`src/rtl/mips_ifu_pkg.sv`:
```
// Shared encodings for the MIPS instruction fetch unit and the control unit.
// NPC_* next-PC select codes are fixed and shared with control; IFU_* are the
// fetch FSM states. sign_ext16 widens an immediate field to 32 bits.
package mips_ifu_pkg;

  typedef enum logic [2:0] {
    NPC_PLUS4  = 3'd0,
    NPC_BRANCH = 3'd1,
    NPC_JUMP   = 3'd2,
    NPC_JR     = 3'd3,
    NPC_EXCEPT = 3'd4
  } npc_op_t;

  typedef enum logic [1:0] {
    IFU_IDLE  = 2'd0,
    IFU_FETCH = 2'd1,
    IFU_EXEC  = 2'd2
  } ifu_state_t;

  localparam logic [31:0] PC_STEP = 32'd4;

  function automatic logic [31:0] sign_ext16(input logic [15:0] imm);
    return {{16{imm[15]}}, imm};
  endfunction

endpackage

```
`src/rtl/mips_ifu_npc.sv`:
```
// mips_npc: next-PC computation from the presented instruction and npc_op.
// Latency: purely combinational. Backpressure: none (no handshake).
// Ports: pc/instr/npc_op/jr_target in; next_pc and is_exc (redirect to
// EXC_VECTOR: EXCEPT, undefined codes 5-7, or misaligned JR target) out.
module mips_npc
  import mips_ifu_pkg::*;
#(
  parameter logic [31:0] EXC_VECTOR = 32'h0000_4180
) (
  input  logic [31:0] pc,
  input  logic [31:0] instr,
  input  logic [2:0]  npc_op,
  input  logic [31:0] jr_target,
  output logic [31:0] next_pc,
  output logic        is_exc
);

  logic [31:0] seq_pc;
  logic [31:0] imm_ext;
  logic [31:0] br_off;
  npc_op_t     op;

  // Opcode bits are not needed for target formation.
  logic unused_opcode;
  assign unused_opcode = ^instr[31:26];

  always_comb begin
    op      = npc_op_t'(npc_op);
    seq_pc  = pc + PC_STEP;
    imm_ext = sign_ext16(instr[15:0]);
    br_off  = {imm_ext[29:0], 2'b00};
    is_exc  = 1'b0;
    next_pc = seq_pc;
    case (op)
      NPC_PLUS4:  next_pc = seq_pc;
      NPC_BRANCH: next_pc = seq_pc + br_off;
      NPC_JUMP:   next_pc = {seq_pc[31:28], instr[25:0], 2'b00};
      NPC_JR: begin
        // A word-misaligned register target cannot be fetched: raise instead.
        if (jr_target[1:0] != 2'b00) is_exc = 1'b1;
        else                         next_pc = jr_target;
      end
      default:    is_exc = 1'b1;  // NPC_EXCEPT and the unused codes 5-7
    endcase
    if (is_exc) next_pc = EXC_VECTOR;
  end

endmodule

```
`src/rtl/mips_ifu.sv`:
```
// mips_ifu: PC/IR/EPC holder and IDLE->FETCH->EXEC sequencer for the multi-cycle core.
// Latency: min 2 cycles per instruction (FETCH with ready, then EXEC).
// Backpressure: FETCH waits on imem_ready with addr held; hold freezes EXEC.
// Ports: clk/rst; imem_req/imem_addr/imem_ready/imem_rdata fetch handshake;
// npc_op/jr_target/hold from control; instr/nop/pc/pc_plus4 to control and
// datapath; epc and the except_taken pulse for the exception path.
module mips_ifu
  import mips_ifu_pkg::*;
#(
  parameter logic [31:0] RESET_PC   = 32'h0000_3000,
  parameter logic [31:0] EXC_VECTOR = 32'h0000_4180
) (
  input  logic        clk,
  input  logic        rst,
  output logic        imem_req,
  output logic [31:0] imem_addr,
  input  logic        imem_ready,
  input  logic [31:0] imem_rdata,
  input  logic [2:0]  npc_op,
  input  logic [31:0] jr_target,
  input  logic        hold,
  output logic [31:0] instr,
  output logic        nop,
  output logic [31:0] pc,
  output logic [31:0] pc_plus4,
  output logic [31:0] epc,
  output logic        except_taken
);

  ifu_state_t  state, state_nxt;
  logic        latch_ir;
  logic        commit;
  logic [31:0] next_pc;
  logic        is_exc;

  mips_npc #(.EXC_VECTOR(EXC_VECTOR)) u_npc (
    .pc        (pc),
    .instr     (instr),
    .npc_op    (npc_op),
    .jr_target (jr_target),
    .next_pc   (next_pc),
    .is_exc    (is_exc)
  );

  always_ff @(posedge clk or posedge rst) begin
    if (rst) state <= IFU_IDLE;
    else     state <= state_nxt;
  end

  // Outputs depend on state only, so npc_op never reaches an output
  // combinationally and there is no loop through control.
  always_comb begin
    state_nxt = state;
    imem_req  = 1'b0;
    nop       = 1'b1;
    latch_ir  = 1'b0;
    commit    = 1'b0;
    case (state)
      IFU_IDLE: state_nxt = IFU_FETCH;
      IFU_FETCH: begin
        imem_req = 1'b1;
        if (imem_ready) begin
          latch_ir  = 1'b1;
          state_nxt = IFU_EXEC;
        end
      end
      IFU_EXEC: begin
        nop = 1'b0;
        if (!hold) begin
          commit    = 1'b1;
          state_nxt = IFU_FETCH;
        end
      end
      default: state_nxt = IFU_IDLE;
    endcase
  end

  always_ff @(posedge clk or posedge rst) begin
    if (rst) begin
      pc           <= RESET_PC;
      instr        <= 32'd0;
      epc          <= 32'd0;
      except_taken <= 1'b0;
    end else begin
      except_taken <= 1'b0;
      if (latch_ir) instr <= imem_rdata;
      if (commit) begin
        pc <= next_pc;
        if (is_exc) begin
          epc          <= pc;
          except_taken <= 1'b1;
        end
      end
    end
  end

  assign imem_addr = pc;
  assign pc_plus4  = pc + PC_STEP;

endmodule

```
`config.mk`:
```
export PLATFORM = sky130hd
export DESIGN_NAME = mips_ifu
export DESIGN_NICKNAME = d
export VERILOG_FILES = /design/src/rtl/mips_ifu_pkg.sv /design/src/rtl/mips_ifu_npc.sv /design/src/rtl/mips_ifu.sv
export SDC_FILE = /design/constraint.sdc
export NUM_CORES = 1
export LEC_CHECK = 0
export CORE_UTILIZATION = 45
export CTS_BUF_LIST = sky130_fd_sc_hd__clkbuf_4 sky130_fd_sc_hd__clkbuf_8
export DETAILED_ROUTE_END_ITERATION = 16
export GPL_TIMING_DRIVEN = 1
export PLACE_DENSITY = 0.79
export SYNTH_ARGS = -nofsm -noshare
export SYNTH_HDL_FRONTEND = slang
export SYNTH_SLANG_ARGS = --single-unit
```
`constraint.sdc`:
```
create_clock -name clk -period 7.77 [get_ports clk]
set_input_delay 1.9425 -clock clk [delete_from_list [all_inputs] [get_ports clk]]
set_output_delay 1.9425 -clock clk [all_outputs]
set_load 0.05 [all_outputs]
```
### Word-level counts from Yosys, hierarchy flattened

Index checks and enable logic that the tools add are counted.

| storage, ports and cells | value |
|---|---|
| bits in registers | 99 |
| input port bits | 71 |
| output and inout port bits | 163 |
| word-level logic and storage cells | 36 |

| cells by class | value |
|---|---|
| add/sub/neg operators | 2 |
| equality and inequality tests | 7 |
| muxes and demuxes | 16 |
| reduce and logical (&&, ||, !) cells | 6 |

Operators by type and width:

| kind | count |
|---|---|
| 32-bit one-hot mux with 3 select lines | 1 |
| 32-bit 2-to-1 mux | 2 |
| 32-bit by 3-bit adder with 32-bit output (second input constant) | 1 |
| 32-bit adder | 1 |
| 1-bit 2-to-1 mux | 9 |
| 3-bit by 2-bit equality test with 1-bit output (second input constant) | 2 |
| 2-bit one-hot mux with 3 select lines | 1 |
| 2-bit 2-to-1 mux | 2 |
| 2-bit != test (second input constant) | 2 |
| 2-bit AND reduction | 2 |
| 3-bit by 1-bit equality test with 1-bit output (second input constant) | 1 |
| 3-bit zero test | 1 |
| 3-bit OR reduction | 1 |
| 2-bit by 1-bit equality test with 1-bit output (second input constant) | 1 |
| 2-bit equality test (second input constant) | 1 |
| 2-bit zero test | 1 |
| 1-bit one-hot mux with 2 select lines | 1 |
| 2-bit nonzero test | 1 |

### Logic depth before layout (Yosys ltp)

| logic depth | value |
|---|---|
| depth in word-level cells | 5 |
| depth in mapped cells | 18 |
| depth with buffers taken out | 16 |

### By module

A second synthesis with hierarchy kept.

| unflattened totals | value |
|---|---|
| cell total of the unflattened synthesis | 849 |
| area, all modules | 7850.0 sq um |

By module, submodules not included:

| module | times used | cells an instance | area an instance (sq um) | sequential area each (sq um) |
|---|---|---|---|---|
| mips_ifu | 1 | 334 | 4524.3 | 2479.9 |
| mips_npc | 1 | 515 | 3325.7 | 0.0 |

### Worst setup path after synthesis

No wires, ideal clock.

| timing path | value |
|---|---|
| kind | flip-flop to output port |
| start | reg pc[3], in the netlist imem_addr[3] |
| end | out pc_plus4[28] |
| arrival | 2.999 ns |
| data required time | 5.827 ns |
| setup slack | 2.829 ns |
| cell stages (with the launch flop) | 8 |
| path buffers | 1 |
| cell sequence | dfrtp_1 ha_1 and3_1 clkbuf_1 nand2_1 nor4_2 nand3_1 xnor2_1 |

| on the way | value |
|---|---|
| word-level cells in the longest chain between the ends | 1 |

RTL lines:

| element | line | source |
|---|---|---|
| start: declaration | mips_ifu.sv:24 | `output logic [31:0] pc,` |
| start signal: assignment | mips_ifu.sv:88 | `pc <= next_pc;` |
| 32-bit by 3-bit adder with 32-bit output | mips_ifu.sv:98 | `assign pc_plus4 = pc + PC_STEP;` |
| end: declaration | mips_ifu.sv:25 | `output logic [31:0] pc_plus4,` |

Every way passes these cells.

### Worst setup path after layout

| timing path | value |
|---|---|
| start | reg pc[2], in the netlist imem_addr[2] |
| end | out pc_plus4[30] |

The elaborated chain is that of the path after synthesis.

==> impl_metrics.xml <==
<?xml version="1.0" encoding="UTF-8"?>
<metrics>
  <group name="setup_path">
    <metric name="cpMaxStageDelayCell" unit="">sky130_fd_sc_hd__clkdlybuf4s50_1</metric>
    <metric name="setup.reg_to_reg.worst_slack" unit="ns">3.40</metric>
    <metric name="timing.critical_path.slowest_cell_delay" unit="ns">0.89</metric>
    <metric name="rr_worst_depth" unit="">15</metric>
    <metric name="cp_data_arrival_time" unit="ns">3.61</metric>
    <metric name="cell_by_cell_listing_of_the_critical_path" unit="">ha_1, and3_1, nand2_1, nor4_2, nand2_1, xnor2_1, clkdlybuf4s50_1</metric>
    <metric name="crit_path_start_kind" unit="">flip-flop</metric>
    <metric name="timing.critical_path.fanout_max" unit="">8</metric>
    <metric name="criticalPathCategory" unit="">reg -&gt; out</metric>
    <metric name="crit_buf_inv" unit="">1</metric>
    <metric name="critPathTopFamily" unit="">simple AND/OR/NAND/NOR gates</metric>
    <metric name="crit_top_cell" unit="">sky130_fd_sc_hd__nand2_1</metric>
    <metric name="critPathRequiredTime" unit="ns">5.83</metric>
    <metric name="worst_r2r_endpoint" unit="">imem_addr[25]$_DFFE_PP0P_</metric>
    <metric name="crit-reg2reg-launch" unit="">imem_addr[2]$_DFFE_PP0P_</metric>
    <metric name="cp-end-kind" unit="">output pin</metric>
  </group>
  <group name="synthesis">
    <metric name="synthesis.yosys.warnings" unit="">0</metric>
    <metric name="yosys_register_bits" unit="">99</metric>
    <metric name="yosysSeqAreaShare" unit="%">35.68</metric>
    <metric name="synthesis.area" unit="sq um">6950</metric>
    <metric name="post_synth_inst_count" unit="">812</metric>
    <metric name="postSynthNetCount" unit="">920</metric>
    <metric name="postSynthAreaPerCell" unit="sq um">8.560</metric>
    <metric name="post_synth_num_cell_types" unit="">65</metric>
    <metric name="most_used_flip_flop_cell_after_synthesis" unit="">sky130_fd_sc_hd__dfrtp_1</metric>
    <metric name="synthArstFlopShare" unit="%">100.0</metric>
    <metric name="synth-edff-count" unit="">0</metric>
  </group>
  <group name="clocking">
    <metric name="htree_num_levels" unit="">3</metric>
    <metric name="ctsHoldBuffers" unit="">0</metric>
    <metric name="resized_after_cts" unit="">0</metric>
    <metric name="cts-root-to-sink-buffers" unit="">2</metric>
    <metric name="cts_setup_buffers" unit="">0</metric>
    <metric name="tritoncts" unit="">yes</metric>
    <metric name="tritoncts.num_buffers" unit="">9</metric>
    <metric name="clk_pin_slew_worst_paths" unit="ns">0.11</metric>
    <metric name="clkSinkCount" unit="">99</metric>
    <metric name="clock-root-buffer" unit="">sky130_fd_sc_hd__clkbuf_8</metric>
    <metric name="clk_latency" unit="ns">0.40</metric>
  </group>
  <group name="final_layout">
    <metric name="final_area" unit="sq um">9398</metric>
    <metric name="flow.area_growth_from_synthesis" unit="%">35.21</metric>
    <metric name="layout_commonest_cell" unit="">sky130_fd_sc_hd__clkdlybuf4s50_1</metric>
    <metric name="filler_instances" unit="">1324</metric>
    <metric name="post-route-util" unit="%">62.05</metric>
    <metric name="inserted_diodes" unit="">0</metric>
    <metric name="ff_latch_area" unit="sq um">2480</metric>
    <metric name="drive_gt1_share" unit="%">7.214</metric>
    <metric name="multiInputGateArea" unit="sq um">3974</metric>
    <metric name="final_nets" unit="">1101</metric>
    <metric name="commonest_cells_after_routing_fill_and_taps_aside" unit="">sky130_fd_sc_hd__clkdlybuf4s50_1 (233), sky130_fd_sc_hd__nand2_1 (160), sky130_fd_sc_hd__dfrtp_1 (97), sky130_fd_sc_hd__a21oi_1 (50), sky130_fd_sc_hd__nor2_1 (50)</metric>
  </group>
  <group name="sta">
    <metric name="setup-tns-final" unit="ns">0</metric>
    <metric name="worst-slew-pin-transition" unit="ns">1.128</metric>
    <metric name="finalSetupViolations" unit="">0</metric>
    <metric name="finalCritPeriodShare" unit="%">71.50</metric>
    <metric name="hold_viol" unit="">0</metric>
    <metric name="clock.fmax" unit="MHz">180.0</metric>
    <metric name="max-slew-margin-rel" unit="%">24.53</metric>
    <metric name="clock_skew" unit="ns">0.02070</metric>
    <metric name="rsz0062_at_grt" unit="">false</metric>
    <metric name="finalWorstPathRequiredPeriod" unit="ns">5.556</metric>
    <metric name="finalMaxSlewViolations" unit="">0</metric>
  </group>
  <group name="placed_design">
    <metric name="io_buffers" unit="">233</metric>
    <metric name="gp_congestion" unit="">1.003</metric>
    <metric name="dpl.hpwl" unit="um">17960</metric>
    <metric name="placement.cell_area" unit="sq um">9189</metric>
  </group>
  <group name="global_route">
    <metric name="global_route.usage.met1" unit="%">40.90</metric>
    <metric name="grt_pass1_wl" unit="um">36050</metric>
    <metric name="top_usage_layer" unit="">met2</metric>
    <metric name="grt_antenna_before_repair" unit="">0</metric>
    <metric name="use_met2" unit="%">44.36</metric>
    <metric name="met3_usage" unit="%">4.503</metric>
    <metric name="overflow" unit="">0</metric>
    <metric name="grt_usage" unit="%">29.42</metric>
    <metric name="grt_pass1_vias" unit="">6447</metric>
    <metric name="grt_max_degree" unit="">63</metric>
  </group>
  <group name="drt">
    <metric name="ant_nets" unit="">0</metric>
    <metric name="drtIter0Drc" unit="">683</metric>
    <metric name="post-route-drc-count" unit="">0</metric>
    <metric name="detail_route.vias_per_cell" unit="">5.883</metric>
    <metric name="detail_route.wirelength" unit="um">23290</metric>
    <metric name="drt-pass1-iter-count" unit="">8</metric>
    <metric name="route.detailed.wl_per_inst" unit="um">19.64</metric>
    <metric name="dr_total_vias" unit="">6977</metric>
  </group>
  <group name="job">
    <metric name="max_cap_viol_count" unit="">0</metric>
  </group>
  <group name="die">
    <metric name="die_w" unit="um">126.3</metric>
    <metric name="die_area" unit="sq um">15950</metric>
    <metric name="ios" unit="">234</metric>
    <metric name="design.core.area" unit="sq um">15150</metric>
    <metric name="fp-row-count" unit="">45</metric>
    <metric name="floorplan.die.height" unit="um">126.3</metric>
    <metric name="initial_core_util" unit="%">45.89</metric>
  </group>
  <group name="power_and_ir_drop">
    <metric name="power.combinational.fraction" unit="%">71.0</metric>
    <metric name="power.density_cell_area" unit="nW/um^2">502.0</metric>
    <metric name="share_of_total_power_in_the_clock_network" unit="%">7.7</metric>
    <metric name="report.power.total" unit="W">0.004718</metric>
    <metric name="switching_power" unit="W">0.002661</metric>
    <metric name="power_report.internal_total" unit="W">0.002057</metric>
    <metric name="pwr-share-seq" unit="%">21.2</metric>
    <metric name="ir_worst_vdd" unit="V">0.0002382</metric>
    <metric name="leakagePower" unit="nW">4.120</metric>
    <metric name="power.share.switching" unit="%">56.40</metric>
  </group>
  <group name="worst_hold_path">
    <metric name="worst_hold_path.endpoint" unit="">epc[0]$_DFFE_PP0P_</metric>
    <metric name="worstHoldStart" unit="">epc[0]$_DFFE_PP0P_</metric>
    <metric name="worst_hold_path.num_cells" unit="">2</metric>
    <metric name="hp-class" unit="">reg -&gt; reg</metric>
  </group>
  <group name="outcome">
    <metric name="run_status" unit="">complete, no violations</metric>
  </group>
</metrics>
## worst register-to-register path, cell delays in order (launching register included)
cell                      delay, ns
sky130_fd_sc_hd__dfrtp_1       0.49
sky130_fd_sc_hd__ha_1          0.28
sky130_fd_sc_hd__and3_1        0.29
sky130_fd_sc_hd__nand2_1       0.16
sky130_fd_sc_hd__nor3_1        0.28
sky130_fd_sc_hd__and4_1        0.24
sky130_fd_sc_hd__xor2_1        0.40
sky130_fd_sc_hd__ha_1          0.37
sky130_fd_sc_hd__a21o_1        0.21
sky130_fd_sc_hd__or3_1         0.31
sky130_fd_sc_hd__o22a_1        0.20
sky130_fd_sc_hd__a21o_1        0.19
sky130_fd_sc_hd__o21a_1        0.18
sky130_fd_sc_hd__nor2_1        0.16
sky130_fd_sc_hd__xnor2_1       0.15
sky130_fd_sc_hd__a221o_1       0.34
## stage by stage
stage / setup slack, ns / cells / hold WS, ns
floorplan: 2.829 / 812 / 0.4809
global placement: 2.750 / 1170 / 0.4579
detailed placement: 2.725 / 1170 / 0.4624
CTS: 2.265 / 1186 / 0.4878
global route: 2.078 / 1186 / 0.5036
finish: 2.214 / 1186 / 0.4812
## area by class of cell
type	count	share of cell area (%)
Tap cell	188	2.503
Multi-Input combinational cell	616	42.28
Sequential cell	99	26.39
Timing Repair Buffer	243	25.62
Clock inverter	6	0.7589
Inverter	24	0.9852
Clock buffer	10	1.465
## worst max path at each step
stage	slack, ns	cells past startpoint	start	endpoint
after global placement	2.75	6	imem_addr[6]$_DFFE_PP0P_	pc_plus4[25]
after detailed placement	2.73	7	imem_addr[2]$_DFFE_PP0P_	pc_plus4[30]
after floorplan	2.83	7	imem_addr[3]$_DFFE_PP0P_	pc_plus4[28]
after global routing	2.08	7	imem_addr[2]$_DFFE_PP0P_	pc_plus4[28]
final	2.21	7	imem_addr[2]$_DFFE_PP0P_	pc_plus4[30]
after CTS	2.27	7	imem_addr[2]$_DFFE_PP0P_	pc_plus4[30]
## registers in the layout (all words and copies together) (netlist names)
signal and cells:
except_taken 1, state 2, imem_addr 32, epc 32
instr 32
## power by group through the flow
stage,Combinational (W),Sequential [W],Clock (W)
6_report,0.00335,0.00100,0.000365
5_1_grt,0.00354,0.00103,0.000389
4_1_cts,0.00332,0.000994,0.000372
3_5_place_dp,0.00331,0.00100,0
3_3_place_gp,0.00328,0.000995,0
2_1_floorplan,0.00168,0.00162,0
## synth_stat cells, types with 6 or more instances
library cell | n | area share [%]
sky130_fd_sc_hd__a21o_1 | 11 | 1.2
sky130_fd_sc_hd__a222oi_1 | 6 | 0.86
sky130_fd_sc_hd__inv_1 | 23 | 1.2
sky130_fd_sc_hd__nor2b_1 | 7 | 0.63
sky130_fd_sc_hd__nor2_1 | 50 | 2.7
sky130_fd_sc_hd__nand4_1 | 7 | 0.63
sky130_fd_sc_hd__a21oi_1 | 50 | 3.6
sky130_fd_sc_hd__a221oi_1 | 16 | 2.0
sky130_fd_sc_hd__xor2_1 | 15 | 1.9
sky130_fd_sc_hd__a211oi_1 | 7 | 0.76
sky130_fd_sc_hd__mux2_2 | 33 | 5.3
sky130_fd_sc_hd__nand2b_1 | 8 | 0.72
sky130_fd_sc_hd__nor3_1 | 14 | 1.0
sky130_fd_sc_hd__dfrtp_1 | 97 | 35
sky130_fd_sc_hd__buf_4 | 34 | 3.7
sky130_fd_sc_hd__and3_1 | 10 | 0.90
sky130_fd_sc_hd__xnor2_1 | 36 | 4.5
sky130_fd_sc_hd__nand2_1 | 160 | 8.6
sky130_fd_sc_hd__a221o_1 | 6 | 0.86
sky130_fd_sc_hd__o21ai_0 | 48 | 3.5
sky130_fd_sc_hd__o2111ai_1 | 7 | 0.88
sky130_fd_sc_hd__nand3_1 | 16 | 1.2
sky130_fd_sc_hd__ha_1 | 36 | 6.5
sky130_fd_sc_hd__clkbuf_1 | 30 | 1.6
## cells by family (layout without fill, tap and decap cells)
| logic type | after synthesis | in the layout | synth area share [%] |
|---|---|---|---|
| compound gates | 198 | 198 | 19.01 |
| mux | 35 | 35 | 5.635 |
| xor+xnor | 51 | 51 | 6.427 |
| buf+inv | 97 | 283 | 7.147 |
| fa+ha+maj | 37 | 37 | 6.769 |
| flops | 99 | 99 | 35.68 |
| simple gates | 295 | 295 | 19.33 |
## routing by layer
layer,vias to the layer above,wire length [um],share of wire [%]
li1,3217,-,-
met2,421,10250,44
met3,60,2024,8.7
met5,-,0,0
met4,0,957,4.1
met1,3279,10060,43
Power figures use the tool's default switching activity.
